==> src/rtl/adder_pkg.sv <==
// adder_pkg: shared types and constants for the serial lookahead adder and accumulator
package adder_pkg;
  typedef enum logic [1:0] {IDLE, ACC, DONE} accum_state_t;
  localparam int ADDER_GROUP_WIDTH = 4;
endpackage

==> src/rtl/adder_xxbit_ahead_serial.sv <==
// adder_xxbit_ahead_serial: 4-bit carry-lookahead groups chained by a ripple carry between groups
module adder_xxbit_ahead_serial
  import adder_pkg::*;
#(
  parameter int DATA_WIDTH = 8
) (
  input  logic [DATA_WIDTH-1:0] i_num_a,
  input  logic [DATA_WIDTH-1:0] i_num_b,
  input  logic                  i_cry,
  output logic [DATA_WIDTH-1:0] o_res,
  output logic                  o_cry
);
  localparam int NG = DATA_WIDTH / ADDER_GROUP_WIDTH;
  logic [DATA_WIDTH-1:0] g, p, ci;
  logic [NG:0] c;
  assign g = i_num_a & i_num_b;
  assign p = i_num_a ^ i_num_b;
  assign c[0] = i_cry;
  genvar k;
  for (k = 0; k < NG; k++) begin : g_grp
    localparam int L = k * ADDER_GROUP_WIDTH;
    // every carry inside a group is a flat function of the group's carry-in
    assign ci[L]   = c[k];
    assign ci[L+1] = g[L] | (p[L] & c[k]);
    assign ci[L+2] = g[L+1] | (p[L+1] & g[L]) | (p[L+1] & p[L] & c[k]);
    assign ci[L+3] = g[L+2] | (p[L+2] & g[L+1]) | (p[L+2] & p[L+1] & g[L])
                   | (p[L+2] & p[L+1] & p[L] & c[k]);
    assign c[k+1]  = g[L+3] | (p[L+3] & g[L+2]) | (p[L+3] & p[L+2] & g[L+1])
                   | (p[L+3] & p[L+2] & p[L+1] & g[L])
                   | (p[L+3] & p[L+2] & p[L+1] & p[L] & c[k]);
  end
  assign o_res = p ^ ci;
  assign o_cry = c[NG];
endmodule

==> src/rtl/adder_xxbit_accum.sv <==
// adder_xxbit_accum: packet accumulator closing the feedback loop around the serial lookahead adder
module adder_xxbit_accum
  import adder_pkg::*;
#(
  parameter int DATA_WIDTH  = 8,
  parameter int COUNT_WIDTH = 4
) (
  input  logic                   i_clk,
  input  logic                   i_rst,
  input  logic                   i_clr,
  input  logic                   i_valid,
  output logic                   o_ready,
  input  logic [DATA_WIDTH-1:0]  i_num,
  input  logic                   i_sub,
  input  logic                   i_last,
  output logic                   o_valid,
  input  logic                   i_ready,
  output logic [DATA_WIDTH-1:0]  o_sum,
  output logic                   o_ovf,
  output logic [COUNT_WIDTH-1:0] o_cnt
);
  if (DATA_WIDTH % ADDER_GROUP_WIDTH != 0 || DATA_WIDTH < ADDER_GROUP_WIDTH) begin : g_bad_width
    $error("adder_xxbit_accum: DATA_WIDTH must be a nonzero multiple of 4");
  end
  accum_state_t state_q, state_d;
  logic [DATA_WIDTH-1:0] sum_q, sum_d, num_b, res;
  logic [COUNT_WIDTH-1:0] cnt_q, cnt_d;
  logic ovf_q, ovf_d, cry, acc;
  adder_xxbit_ahead_serial #(.DATA_WIDTH(DATA_WIDTH)) u_add (
    .i_num_a(sum_q),
    .i_num_b(num_b),
    .i_cry  (i_sub),
    .o_res  (res),
    .o_cry  (cry)
  );
  assign o_ready = state_q != DONE;
  assign o_valid = state_q == DONE;
  assign o_sum   = sum_q;
  assign o_ovf   = ovf_q;
  assign o_cnt   = cnt_q;
  // subtraction is a + ~b + 1, so a missing carry-out means a borrow
  always_comb begin
    acc = i_valid && o_ready;
    num_b = i_sub ? ~i_num : i_num;
    state_d = state_q;
    sum_d = sum_q;
    ovf_d = ovf_q;
    cnt_d = cnt_q;
    if (i_clr || (o_valid && i_ready)) begin
      state_d = IDLE;
      sum_d = '0;
      ovf_d = 1'b0;
      cnt_d = '0;
    end else if (acc) begin
      state_d = i_last ? DONE : ACC;
      sum_d = res;
      ovf_d = ovf_q | (i_sub ? ~cry : cry);
      cnt_d = &cnt_q ? cnt_q : cnt_q + 1'b1;
    end
  end
  always_ff @(posedge i_clk) begin
    if (i_rst) begin
      state_q <= IDLE;
      sum_q <= '0;
      ovf_q <= 1'b0;
      cnt_q <= '0;
    end else begin
      state_q <= state_d;
      sum_q <= sum_d;
      ovf_q <= ovf_d;
      cnt_q <= cnt_d;
    end
  end
endmodule

==> config.mk <==
export PLATFORM = sky130hd
export DESIGN_NAME = adder_xxbit_accum
export DESIGN_NICKNAME = d
export VERILOG_FILES = /design/src/rtl/adder_pkg.sv /design/src/rtl/adder_xxbit_ahead_serial.sv /design/src/rtl/adder_xxbit_accum.sv
export SDC_FILE = /design/constraint.sdc
export NUM_CORES = 1
export LEC_CHECK = 0
export CAP_MARGIN = 20
export CORE_MARGIN = 2
export CORE_UTILIZATION = 49
export CTS_CLUSTER_SIZE = 20
export DETAILED_ROUTE_END_ITERATION = 10
export MAX_ROUTING_LAYER = met4
export PLACE_DENSITY_LB_ADDON = 0.3
export SETUP_SLACK_MARGIN = 0.3
export SLEW_MARGIN = 20
export SYNTH_ARGS = -nofsm -noshare
export SYNTH_HDL_FRONTEND = slang
export SYNTH_SLANG_ARGS = --single-unit
==> constraint.sdc <==
create_clock -name i_clk -period 6.6 [get_ports i_clk]
set_input_delay 1.32 -clock i_clk [delete_from_list [all_inputs] [get_ports i_clk]]
set_output_delay 1.32 -clock i_clk [all_outputs]
set_load 0.1 [all_outputs]
==> results.env, run 1 <==
OUTCOME='finished, final reports clean'
TRITONCTS_NUM_SINKS=15
CRITICAL-PATH-SLOWEST-CELL='clkdlybuf4s50_1'
VDD.IR_DROP.WORST_V=0.000141
YOSYS_WARNINGS=0
FLOORPLAN.DIE.WIDTH_UM=48.9
REGISTER_AREA_SQ_UM=300
GLOBALROUTEMET2UTIL_PCT=32.9
MAX_STAGE_DELAY_NS=0.76
MOST_USED_STANDARD_CELLS_IN_THE_SYNTHESIZED_NETLIST='nand2_1 (17), dfxtp_1 (15), a21oi_1 (12)'
TOP_USAGE_LAYER='met2'
HOLDBUFCOUNTCTS=0
HOLD_PATH_STARTPOINT='o_sum[1]'
WORST_HOLD_PATH.ENDPOINT='o_sum[1]'
FINALSETUPVIOLATIONS=0
CTS.REPAIR.RESIZED=0
CELL_COUNT_OF_THE_WORST_REG_TO_REG_PATH=6
LARGEST_NET_DEGREE_AT_THE_START_OF_GLOBAL_ROUTING=16
FINALNETCOUNT=174
MAXCAPVIOLATIONS=0
N_ANTENNA_CELL=0
MOST_FREQUENTLY_USED_FLOP_MASTER_AFTER_SYNTHESIS='dfxtp_1'
PLACE.DETAILED.HPWL_MM=1.60
INITIAL_ANTENNA_VIOLATION_COUNT=0
SLEW_HEADROOM_PCT=34.8
CTS.HTREE.LEVELS=1
ROUTE.VIAS.TOTAL=943
MAX_CLOCK_FREQ_MHz=250
FINALWORSTSETUPSLACK_NS=2.60
FINCLKSKEW_NS=0.0110
SYN-NUM-NETS=145
TIMING.CRITICAL_PATH.REQUIRED_NS=6.82
VIAS_IN_THE_FIRST_GLOBAL_ROUTE=850
ROWS=16
YOSYSTOPAREACELLSHARE_PCT=30.3
MULTI_INPUT_AREA_SQ_UM=657
CLKLATENCYLATEPIN_NS=0.30
DRC=0
LAYOUT.FILLER_CELLS=185
WORST_SETUP_PATH_END_KIND='flop'
CRITPATHLAUNCHTYPE='primary input'
WORST_MIN_DELAY_PATH_CATEGORY='reg -> reg'
GROUTE.LAYER.MET3.USAGE_PCT=6.44
DESIGN.CORE.AREA_SQ_UM=1940
TNS_NS=0
DR.PASS1.ITERS=4
DRT.ANTENNA.VIOLATING_NETS=0
WL_PER_CELL_UM=12.4
DRIVE_ABOVE_1_SHARE_PCT=4.73
POWER_DENSITY_nW_PER_UM2=188
WORSTREG2REGSTART='o_sum[0]'
YOSYS.AREA.TOP_TYPE='dfxtp_1'
SYNTH_SEQ_AREA_SHARE_PCT=30.3
CPMOSTUSEDCELL='a211oi_1'
FINAL_COUNT_OF_PINS_VIOLATING_MAX_SLEW=0
GLOBALPLACE.CONGESTION=0.798
RRSETUPSLACK_NS=4.36
GRTUSAGETOTAL_PCT=20.0
YOSYS.CELL_COUNT.TOP_TYPE='nand2_1'
INITIAL_CELL_DENSITY_OF_THE_CORE_PCT=51.0
DETAILEDROUTE.FIRSTITERATIONVIOLATIONS=13
SYNTHESIS.INSTANCES=120
FINAL-HOLD-VIOLATION-COUNT=0
MEAN_CELL_AREA_OF_THE_MAPPED_NETLIST_SQ_UM=8.25
PERIOD_SHARE_PCT=60.7
UNREPAIRED_SETUP_ENDPOINTS_AFTER_GLOBAL_ROUTING='false'
PORT_BUFFERS=29
CRIT_FANOUT=14
CTS_ROOT_BUF='clkbuf_4'
REGTOREGENDPOINT='o_sum[4]'
SYNTH_CELL_TYPES=32
WORSTHOLDPATHCELLS=2
NUMBER_OF_ENABLE_TYPE_REGISTER_CELLS_IN_THE_SYNTHESIZED_NETLIST=0
SYNTH_CELL_AREA_SQ_UM=990
CLOCK_TREE_FROM_TRITONCTS='built'
GRT_FIRST_PASS_WIRELENGTH_MM=3.68
CTS.CLK_SLEW.WORST_PATHS_NS=0.10
WORST-SLEW-PIN-TRANSITION_NS=0.975
VIAS_PER_CELL=5.39
SYNTH-ASYNC-RESET-RATIO_PCT=0
POST-CTS-SETUP-BUFFERS=0
CLK_BUF_DEPTH=2
CP_CELL_SEQUENCE='clkdlybuf4s50_1, xor2_1, ha_1, a211oi_1, o21bai_1, a21oi_1, fa_1, a211oi_1'
NUM_IO_PINS=30
FINAL_PERIOD_MINUS_WORST_SETUP_SLACK_NS=4.00
DIE_AREA_SQ_UM=2400
SYNTHTOPCELLSBYAREA='dfxtp_1 (30%), ha_1 (11%), xor2_1 (9.7%)'
TOTAL_LEAKAGE_POWER_nW=0.520
LAYOUT-AREA-OVERHEAD-VS-SYNTH_PCT=33.4
PRE_CTS_SLACK_NS=2.27
POSTSYNTHREGISTERBITS=15
GR-TOTAL-OVERFLOW=0
ROUTED_WIRELENGTH_MM=2.18
DIE_HEIGHT_UM=48.9
ARRIVAL_NS=4.22
USE_MET1_PCT=23.9
CTS_INSERTED_BUFFERS=3
CRITICAL_PATH_CLASS='in -> reg'
-- sequential cells by signal (all words and copies together) (netlist names) --
register	flops
state_q	2
o_sum	8
o_ovf	1
o_cnt	4
-- how the worst max path moves through the flow --
stage / start / to / slack (ns) / cells after the start
CTS: i_sub / o_sum[4] / 2.59 / 8
finish: i_sub / o_sum[4] / 2.60 / 8
floorplan: i_sub / o_sum[4] / 3.19 / 8
detailed placement: i_sub / o_sum[4] / 2.27 / 8
global route: i_sub / o_sum[4] / 2.47 / 8
global placement: i_sub / o_sum[4] / 2.39 / 8
-- cell families (layout without fill, tap and decap cells) --
group,after synthesis,count (layout),synth area share (%)
adders and majority gates,10,10,13.4
muxes,1,1,1.01
xor gates and xnor gates,14,14,12.4
DFF,15,15,30.3
and+or+nand+nor,41,41,20.6
AOI/OAI and AO/OA,31,31,19.0
buffers and inverters,8,36,3.29
-- per-stage QoR --
| stage | instances | total power, mW | util [%] | hold slack (ns) | cell area, sq um |
|---|---|---|---|---|---|
| floorplan | 120 | 0.171 | - | 0.472 | 990 |
| global placement | 171 | 0.194 | 66.6 | 0.460 | 1290 |
| detailed placement | 171 | 0.195 | 66.6 | 0.471 | 1290 |
| CTS | 175 | 0.251 | 68.0 | 0.483 | 1320 |
| global route | 175 | 0.263 | 68.0 | 0.521 | 1320 |
| finish | 175 | 0.248 | 68.0 | 0.481 | 1320 |
-- critical path: cells and delay by family --
| kind | cells | cell delay (ns) |
|---|---|---|
| AO/OA/AOI/OAI | 4 | 1.02 |
| XOR/XNOR | 1 | 0.31 |
| adder cells (fa/ha/maj) | 2 | 0.81 |
| buffers and inverters | 1 | 0.76 |
-- power by group --
| group | internal, mW | total (mW) | switching, mW |
|---|---|---|---|
| logic | 0.0340 | 0.0959 | 0.0619 |
| registers | 0.0945 | 0.0979 | 0.00337 |
| clock network | 0.0226 | 0.0547 | 0.0321 |
| total | 0.151 | 0.248 | 0.0974 |
-- metal layers --
metal	wire [um]	share of wire, %	vias up
met5	0	0	-
met4	17	0.78	0
met3	111	5.1	4
met2	1030	47	25
met1	1020	47	435
li1	-	-	479
-- cell usage in the layout, fill, tap and decap left out, drive strengths merged --
cell type and count:
nor2 7, nand4 1, nand3b 1, nor4 1, dfxtp 15, xor2 11, a211o 1, a21o 1
o31ai 1, mux2i 1, clkbuf 3, o21ai 6, nand2b 1, a211oi 6, xnor2 3, fa 1
inv 3, nor3 2, clkdlybuf4s50 29, nand3 6, o211ai 1, nand2 17, and2 2, a22oi 1
or4b 1, a21oi 12, ha 9, or3 2, clkinv 1, o21bai 1, a31oi 1
-- final cells by class --
type / instances / area share, %
multi-input cells: 97 / 49.8
flip-flops and latches: 15 / 22.7
repair buffers: 29 / 22.0
well taps: 27 / 2.56
clock buffers: 3 / 1.71
inverters: 3 / 0.853
clock inverters: 1 / 0.379
No activity file was read; power rests on OpenSTA's default activity.
==> run 2: changes to the inputs <==
--- a/config.mk
+++ b/config.mk
@@ -7,7 +7,7 @@
 export LEC_CHECK = 0
 export CAP_MARGIN = 20
 export CORE_MARGIN = 2
-export CORE_UTILIZATION = 49
+export CORE_UTILIZATION = 41
 export CTS_CLUSTER_SIZE = 20
 export DETAILED_ROUTE_END_ITERATION = 10
 export MAX_ROUTING_LAYER = met4
==> constraint.sdc (replaced) <==
create_clock -name i_clk -period 3.46 [get_ports i_clk]
set_input_delay 0.692 -clock i_clk [delete_from_list [all_inputs] [get_ports i_clk]]
set_output_delay 0.692 -clock i_clk [all_outputs]
set_load 0.1 [all_outputs]
==> results.env, run 2 (synthesis gave the netlist of run 1 again) <==
CRITICAL-PATH-SLOWEST-CELL='clkdlybuf4s50_1'
DRT.ANTENNA.VIOLATING_NETS=0  # unchanged
MAXCAPVIOLATIONS=0  # unchanged
FINALNETCOUNT=175  # +0.57%
CPLARGESTDELAYFAMILY='compound AO/OA/AOI/OAI gates'
FLOORPLAN.DIE.WIDTH_UM=53.1  # +8.6%
FINISH.INSTANCE_AREA_SQ_UM=1320  # +0.28%
CTS.CLK_SLEW.WORST_PATHS_NS=0.10  # about the same
TOTAL_LEAKAGE_POWER_nW=0.525  # +0.89%
WORST-SLEW-PIN-TRANSITION_NS=0.972  # -0.00296 ns
CLK_BUF_DEPTH=2  # unchanged
CRITPATHLAUNCHTYPE='primary input'
FINCLKSKEW_NS=0.00555  # -0.00546 ns
DRIVE_ABOVE_1_SHARE_PCT=7.38  # +2.7 points
GRTUSAGETOTAL_PCT=18.5  # -1.5 points
FINALWORSTSETUPSLACK_NS=0.502  # -2.09 ns
LAYOUT.FILLER_CELLS=213  # +15%
DPL-INSTANCE-AREA_SQ_UM=1290  # about the same
LAYOUT-AREA-OVERHEAD-VS-SYNTH_PCT=33.8
MAX_STAGE_DELAY_NS=0.48  # -0.28 ns
GLOBALPLACE.CONGESTION=0.834  # +4.5%
OUTCOME='finished, final reports clean'
ROUTED_WIRELENGTH_MM=2.29  # +5.3%
WL_PER_CELL_UM=13.0  # +4.1%
VDD.IR_DROP.WORST_V=0.000242  # +71%
SLEW_HEADROOM_PCT=35.0  # +0.20 points
FINAL_PERIOD_MINUS_WORST_SETUP_SLACK_NS=2.96
HOLD_PATH_STARTPOINT='o_sum[1]'
REGTOREGENDPOINT='o_sum[4]'
FINAL_COUNT_OF_PINS_VIOLATING_MAX_SLEW=0  # unchanged
CELL_COUNT_OF_THE_WORST_REG_TO_REG_PATH=6  # unchanged
POWER_DENSITY_nW_PER_UM2=364  # +93%
WORSTHOLDPATHCELLS=2  # unchanged
UNREPAIRED_SETUP_ENDPOINTS_AFTER_GLOBAL_ROUTING='false'
DRC=0  # unchanged
CTS.REPAIR.RESIZED=0  # unchanged
DETAILEDROUTE.FIRSTITERATIONVIOLATIONS=26  # +13
ARRIVAL_NS=3.17  # -1.05 ns
CTS_INSERTED_BUFFERS=3  # unchanged
PLACE.DETAILED.HPWL_MM=1.72  # +7.2%
DESIGN.CORE.AREA_SQ_UM=2250  # +16%
ROWS=17  # +1
TIMING.CRITICAL_PATH.REQUIRED_NS=3.68  # -3.14 ns
CPMOSTUSEDCELL='a211oi_1'
DR.PASS1.ITERS=4  # unchanged
MOST-COMMON-LAYOUT-CELLS='clkdlybuf4s50_1 (26), nand2_1 (17), dfxtp_1 (15), a21oi_1 (12), xor2_1 (11)'
PRE_CTS_SLACK_NS=0.200  # -2.07 ns
DIE_HEIGHT_UM=53.1  # +8.6%
CRIT_BUF_INV=1  # unchanged
WORST_HOLD_PATH.ENDPOINT='o_sum[1]'
CTS_ROOT_BUF='clkbuf_4'
INITIAL_ANTENNA_VIOLATION_COUNT=0  # unchanged
WORSTREG2REGSTART='o_sum[0]'
CRITICAL_PATH_CLASS='in -> reg'
WORST_MIN_DELAY_PATH_CATEGORY='reg -> reg'
VIAS_PER_CELL=5.45  # +1.2%
FINALSETUPVIOLATIONS=0  # unchanged
CP_CELL_SEQUENCE='clkdlybuf4s50_1, xor2_1, ha_1, a211oi_1, o21bai_1, a21oi_1, fa_1, a211oi_1'
MOSTFREQUENTLAYOUTCELL='clkdlybuf4s50_1'
TNS_NS=0  # unchanged
LARGEST_REGISTER_FFS=8  # unchanged
GR-TOTAL-OVERFLOW=0  # unchanged
HOLDBUFCOUNTCTS=0  # unchanged
CRITICAL_PATH_DEPTH=8  # unchanged
MAX_CLOCK_FREQ_MHz=338
POST-CTS-SETUP-BUFFERS=0  # unchanged
INITIAL_CELL_DENSITY_OF_THE_CORE_PCT=43.9  # -7.1 points
ROUTE.VIAS.TOTAL=965  # +2.3%
DIE_AREA_SQ_UM=2820  # +18%
GRT_FIRST_PASS_WIRELENGTH_MM=3.71  # +0.76%
CLOCK_TREE_FROM_TRITONCTS='built'
WORST_SETUP_PATH_END_KIND='flop'
TRITONCTS_NUM_SINKS=15  # unchanged
NUM_IO_PINS=30  # unchanged
PORT_BUFFERS=29  # unchanged
CLKLATENCYLATEPIN_NS=0.29  # about the same
PERIOD_SHARE_PCT=85.5
RRSETUPSLACK_NS=1.20  # -3.16 ns
CTS.HTREE.LEVELS=1  # unchanged
N_ANTENNA_CELL=0  # unchanged
LARGEST_NET_DEGREE_AT_THE_START_OF_GLOBAL_ROUTING=16  # unchanged
CRIT_FANOUT=4  # -10
VIAS_IN_THE_FIRST_GLOBAL_ROUTE=878  # +3.3%
FINAL-HOLD-VIOLATION-COUNT=0  # unchanged
-- run 2: changes by cell type in the layout (fill, tap and decap cells not counted) --
cell,delta
clkinv_2,-1
buf_4,+4
clkinvlp_4,+1
clkdlybuf4s50_1,-3
-- run 2: worst register-to-register path, cell delays in order (launching register included) --
cell	delay [ns]
dfxtp_1	0.35
ha_1	0.35
a211oi_1	0.36
o21bai_1	0.16
a21oi_1	0.28
fa_1	0.47
a211oi_1	0.21
-- run 2: worst max path at each step --
stage	to	start	slack (ns)
floorplan	o_sum[4]	o_sum[0]	0.67
global placement	o_sum[5]	i_sub	0.28
detailed placement	o_sum[4]	i_sub	0.20
CTS	o_sum[4]	i_sub	0.51
global route	o_sum[4]	i_sub	0.31
finish	o_sum[4]	i_sub	0.50
-- run 2: report_power, final --
part | internal (mW) | switching [mW]
Sequential | 0.180 | 0.00682
Combinational | 0.0655 | 0.119
Clock | 0.0440 | 0.0655
Total | 0.290 | 0.192
-- run 2: area by class of cell --
| cell class | count | area [sq um] | share of cell area (%) |
|---|---|---|---|
| multi-input combinational | 97 | 657 | 49.6 |
| timing repair buffer | 30 | 290 | 21.9 |
| clock inverter | 1 | 7.51 | 0.567 |
| clock buffer | 3 | 22.5 | 1.70 |
| sequential | 15 | 300 | 22.7 |
| tap | 28 | 35.0 | 2.65 |
| inverter | 3 | 11.3 | 0.851 |
-- run 2: through the flow --
| step | util (%) | power [mW] | hold WS [ns] | instances |
|---|---|---|---|---|
| 2_1_floorplan | - | 0.326 | 0.472 | 120 |
| 3_3_place_gp | 57.4 | 0.371 | 0.465 | 173 |
| 5_1_grt | 58.7 | 0.511 | 0.523 | 177 |
| 3_5_place_dp | 57.4 | 0.375 | 0.469 | 173 |
| 6_report | 58.7 | 0.481 | 0.489 | 177 |
| 4_1_cts | 58.7 | 0.485 | 0.492 | 177 |
-- run 2: metal layers --
metal  routed length, um  part of all wire [%]  vias up  GRT usage, %
li1                    -                     -      486             -
met1                1000                    44      441          22.2
met2                1090                    48       33          29.2
met3                 162                   7.1        5          2.82
met4                  38                   1.7        0          11.1
met5                   0                     0        -             -
==> run 3: changes to the inputs <==
--- a/config.mk
+++ b/config.mk
@@ -5,9 +5,10 @@
 export SDC_FILE = /design/constraint.sdc
 export NUM_CORES = 1
 export LEC_CHECK = 0
-export CAP_MARGIN = 20
+export CAP_MARGIN = 15
 export CORE_MARGIN = 2
-export CORE_UTILIZATION = 41
+export CORE_UTILIZATION = 43
+export CTS_BUF_LIST = sky130_fd_sc_hd__clkbuf_8
 export CTS_CLUSTER_SIZE = 20
 export DETAILED_ROUTE_END_ITERATION = 10
 export MAX_ROUTING_LAYER = met4
==> results.env, run 3 (synthesis gave the netlist of run 1 again) <==
FINAL-HOLD-VIOLATION-COUNT=0  # unchanged
DR.PASS1.ITERS=4  # unchanged
VIAS_IN_THE_FIRST_GLOBAL_ROUTE=925  # +5.4%
CTS.REPAIR.RESIZED=0  # unchanged
FINALSETUPVIOLATIONS=0  # unchanged
DETAILEDROUTE.FIRSTITERATIONVIOLATIONS=4  # -85%
FINALCOREUTILIZATION_PCT=61.4  # +2.7 points
FINAL_COUNT_OF_PINS_VIOLATING_MAX_SLEW=0  # unchanged
TIMING.CRITICAL_PATH.REQUIRED_NS=3.63  # -0.05 ns
ROUTED_WIRELENGTH_MM=2.23  # -3.0%
DP_CELLS=173  # unchanged
GRTUSAGETOTAL_PCT=19.7  # +1.2 points
ROUTE.VIAS.TOTAL=950  # -1.6%
PERIOD_SHARE_PCT=85.6  # about the same
PLACE.DETAILED.HPWL_MM=1.64  # -4.8%
GLOBALPLACE.CONGESTION=0.772  # -7.5%
CTS_ROOT_BUF='clkbuf_8'
FINISH.CELL_COUNT_WITHOUT_FILLERS=177  # unchanged
WORST-SLEW-PIN-TRANSITION_NS=0.970  # -0.00172 ns
POST-CTS-SETUP-BUFFERS=0  # unchanged
SW_FRAC_OF_TOTAL_PCT=37.3  # -2.5 points
WORSTHOLDPATHCELLS=2  # unchanged
P_COMB_SHARE_PCT=35.5  # -2.9 points
GR-TOTAL-OVERFLOW=0  # unchanged
FINAL_PERIOD_MINUS_WORST_SETUP_SLACK_NS=2.96  # +0.00238 ns
WORST_SETUP_PATH_END_KIND='flop'
FLOORPLAN.DIE.WIDTH_UM=52.0  # -2.2%
GRT_FIRST_PASS_WIRELENGTH_MM=3.86  # +4.3%
CRITPATHLAUNCHTYPE='primary input'
VIAS_PER_CELL=5.37  # -1.6%
CLOCK_TREE_FROM_TRITONCTS='built'
PORT_BUFFERS=29  # unchanged
FINCLKSKEW_NS=0.00111  # -0.00444 ns
WORST_MIN_DELAY_PATH_CATEGORY='reg -> reg'
CELL_COUNT_OF_THE_WORST_REG_TO_REG_PATH=6  # unchanged
FINALNETCOUNT=175  # unchanged
NUM_IO_PINS=30  # unchanged
CRITICAL_PATH_CLASS='in -> reg'
MAX_CLOCK_FREQ_MHz=338  # about the same
DRC=0  # unchanged
LARGEST_NET_DEGREE_AT_THE_START_OF_GLOBAL_ROUTING=16  # unchanged
INITIAL_CELL_DENSITY_OF_THE_CORE_PCT=45.2  # +1.3 points
CTS.CLK_SLEW.WORST_PATHS_NS=0.06  # -0.04 ns
ARRIVAL_NS=3.13  # -0.04 ns
LAYOUT-AREA-OVERHEAD-VS-SYNTH_PCT=35.9
CTS_INSERTED_BUFFERS=3  # unchanged
POWER_SWITCHING_mW=0.194  # +1.2%
MOST-COMMON-LAYOUT-CELLS='clkdlybuf4s50_1 (26), nand2_1 (17), dfxtp_1 (15), a21oi_1 (12), xor2_1 (11)'
LARGEST_REGISTER_FFS=8  # unchanged
UNREPAIRED_SETUP_ENDPOINTS_AFTER_GLOBAL_ROUTING='false'
POWER.INTERNAL_mW=0.326  # +13%
MAXCAPVIOLATIONS=0  # unchanged
DIE_HEIGHT_UM=52.0  # -2.2%
DRIVE_ABOVE_1_SHARE_PCT=8.05  # +0.67 points
TRITONCTS_NUM_SINKS=15  # unchanged
CLKLATENCYLATEPIN_NS=0.25  # -0.04 ns
CLK_BUF_DEPTH=2  # unchanged
HOLDBUFCOUNTCTS=0  # unchanged
CRIT_FANOUT=5  # +1
OUTCOME='finished, final reports clean'
DIE_AREA_SQ_UM=2700  # -4.3%
MOSTFREQUENTLAYOUTCELL='clkdlybuf4s50_1'
WL_PER_CELL_UM=12.6  # -3.0%
N_ANTENNA_CELL=0  # unchanged
VDD.IR_DROP.WORST_V=0.000258  # +7.0%
POWER.TOTAL_mW=0.520  # +8.1%
TOTAL_LEAKAGE_POWER_nW=0.537  # +2.4%
TNS_NS=0  # unchanged
POWER_DENSITY_nW_PER_UM2=387  # +6.4%
ROWS=17  # unchanged
DRT.ANTENNA.VIOLATING_NETS=0  # unchanged
PWR-SHARE-CLK_PCT=28.6  # +5.8 points
SLEW_HEADROOM_PCT=35.1  # +0.12 points
DESIGN.CORE.AREA_SQ_UM=2190  # -2.8%
P_SEQ_SHARE_PCT=35.9  # -3.0 points
LAYOUT.FILLER_CELLS=204  # -4.2%
CTS.HTREE.LEVELS=1  # unchanged
INITIAL_ANTENNA_VIOLATION_COUNT=0  # unchanged
[run 3: cell count changes in the layout (fill, tap and decap cells not counted), sizes merged]
cell | previous run | this run
clkinvlp | 1 | 0
clkinv | 0 | 1
[run 3: worst paths after layout]
path,start,endpoint,slack (ns)
max reg2reg,o_sum[0],o_sum[4],1.31
min reg2reg,o_sum[2],o_sum[2],0.48
max,i_sub,o_sum[4],0.50
min,o_sum[2],o_sum[2],0.48
[run 3: power groups by stage]
stage	Combinational [mW]	Clock, mW	Sequential [mW]
after floorplan	0.0867	0	0.239
after global placement	0.180	0	0.190
after detailed placement	0.183	0	0.191
after CTS	0.184	0.154	0.187
after global routing	0.202	0.157	0.188
final	0.185	0.149	0.187
[run 3: area by class of cell]
cell class / instances / area, sq um / area share, %
clock inverter: 1 / 5.00 / 0.372
timing repair buffer: 30 / 290 / 21.6
tap: 28 / 35.0 / 2.60
inverter: 3 / 11.3 / 0.837
sequential: 15 / 300 / 22.3
clock buffer: 3 / 41.3 / 3.07
multi-input combinational: 97 / 662 / 49.2
[run 3: stage by stage]
stage	hold WS, ns	setup WS (ns)	instance area, sq um
after floorplan	0.472	0.670	990
after global placement	0.460	0.245	1290
after detailed placement	0.471	0.137	1290
after CTS	0.480	0.397	1340
after global routing	0.504	0.300	1350
final	0.477	0.500	1350
[run 3: worst max-delay path, stage by stage]
cell and delay, ns:
clkdlybuf4s50_1 0.59, xor2_1 0.18, ha_1 0.29, a211oi_2 0.30
o21bai_1 0.15, a21oi_1 0.28, fa_1 0.46, a211oi_1 0.20
[run 3: per-layer routing]
layer	part of all wire, %	GRT usage, %
met5	0	-
met4	2.3	10.5
met3	5.3	1.72
met2	48	33.1
met1	45	23.1
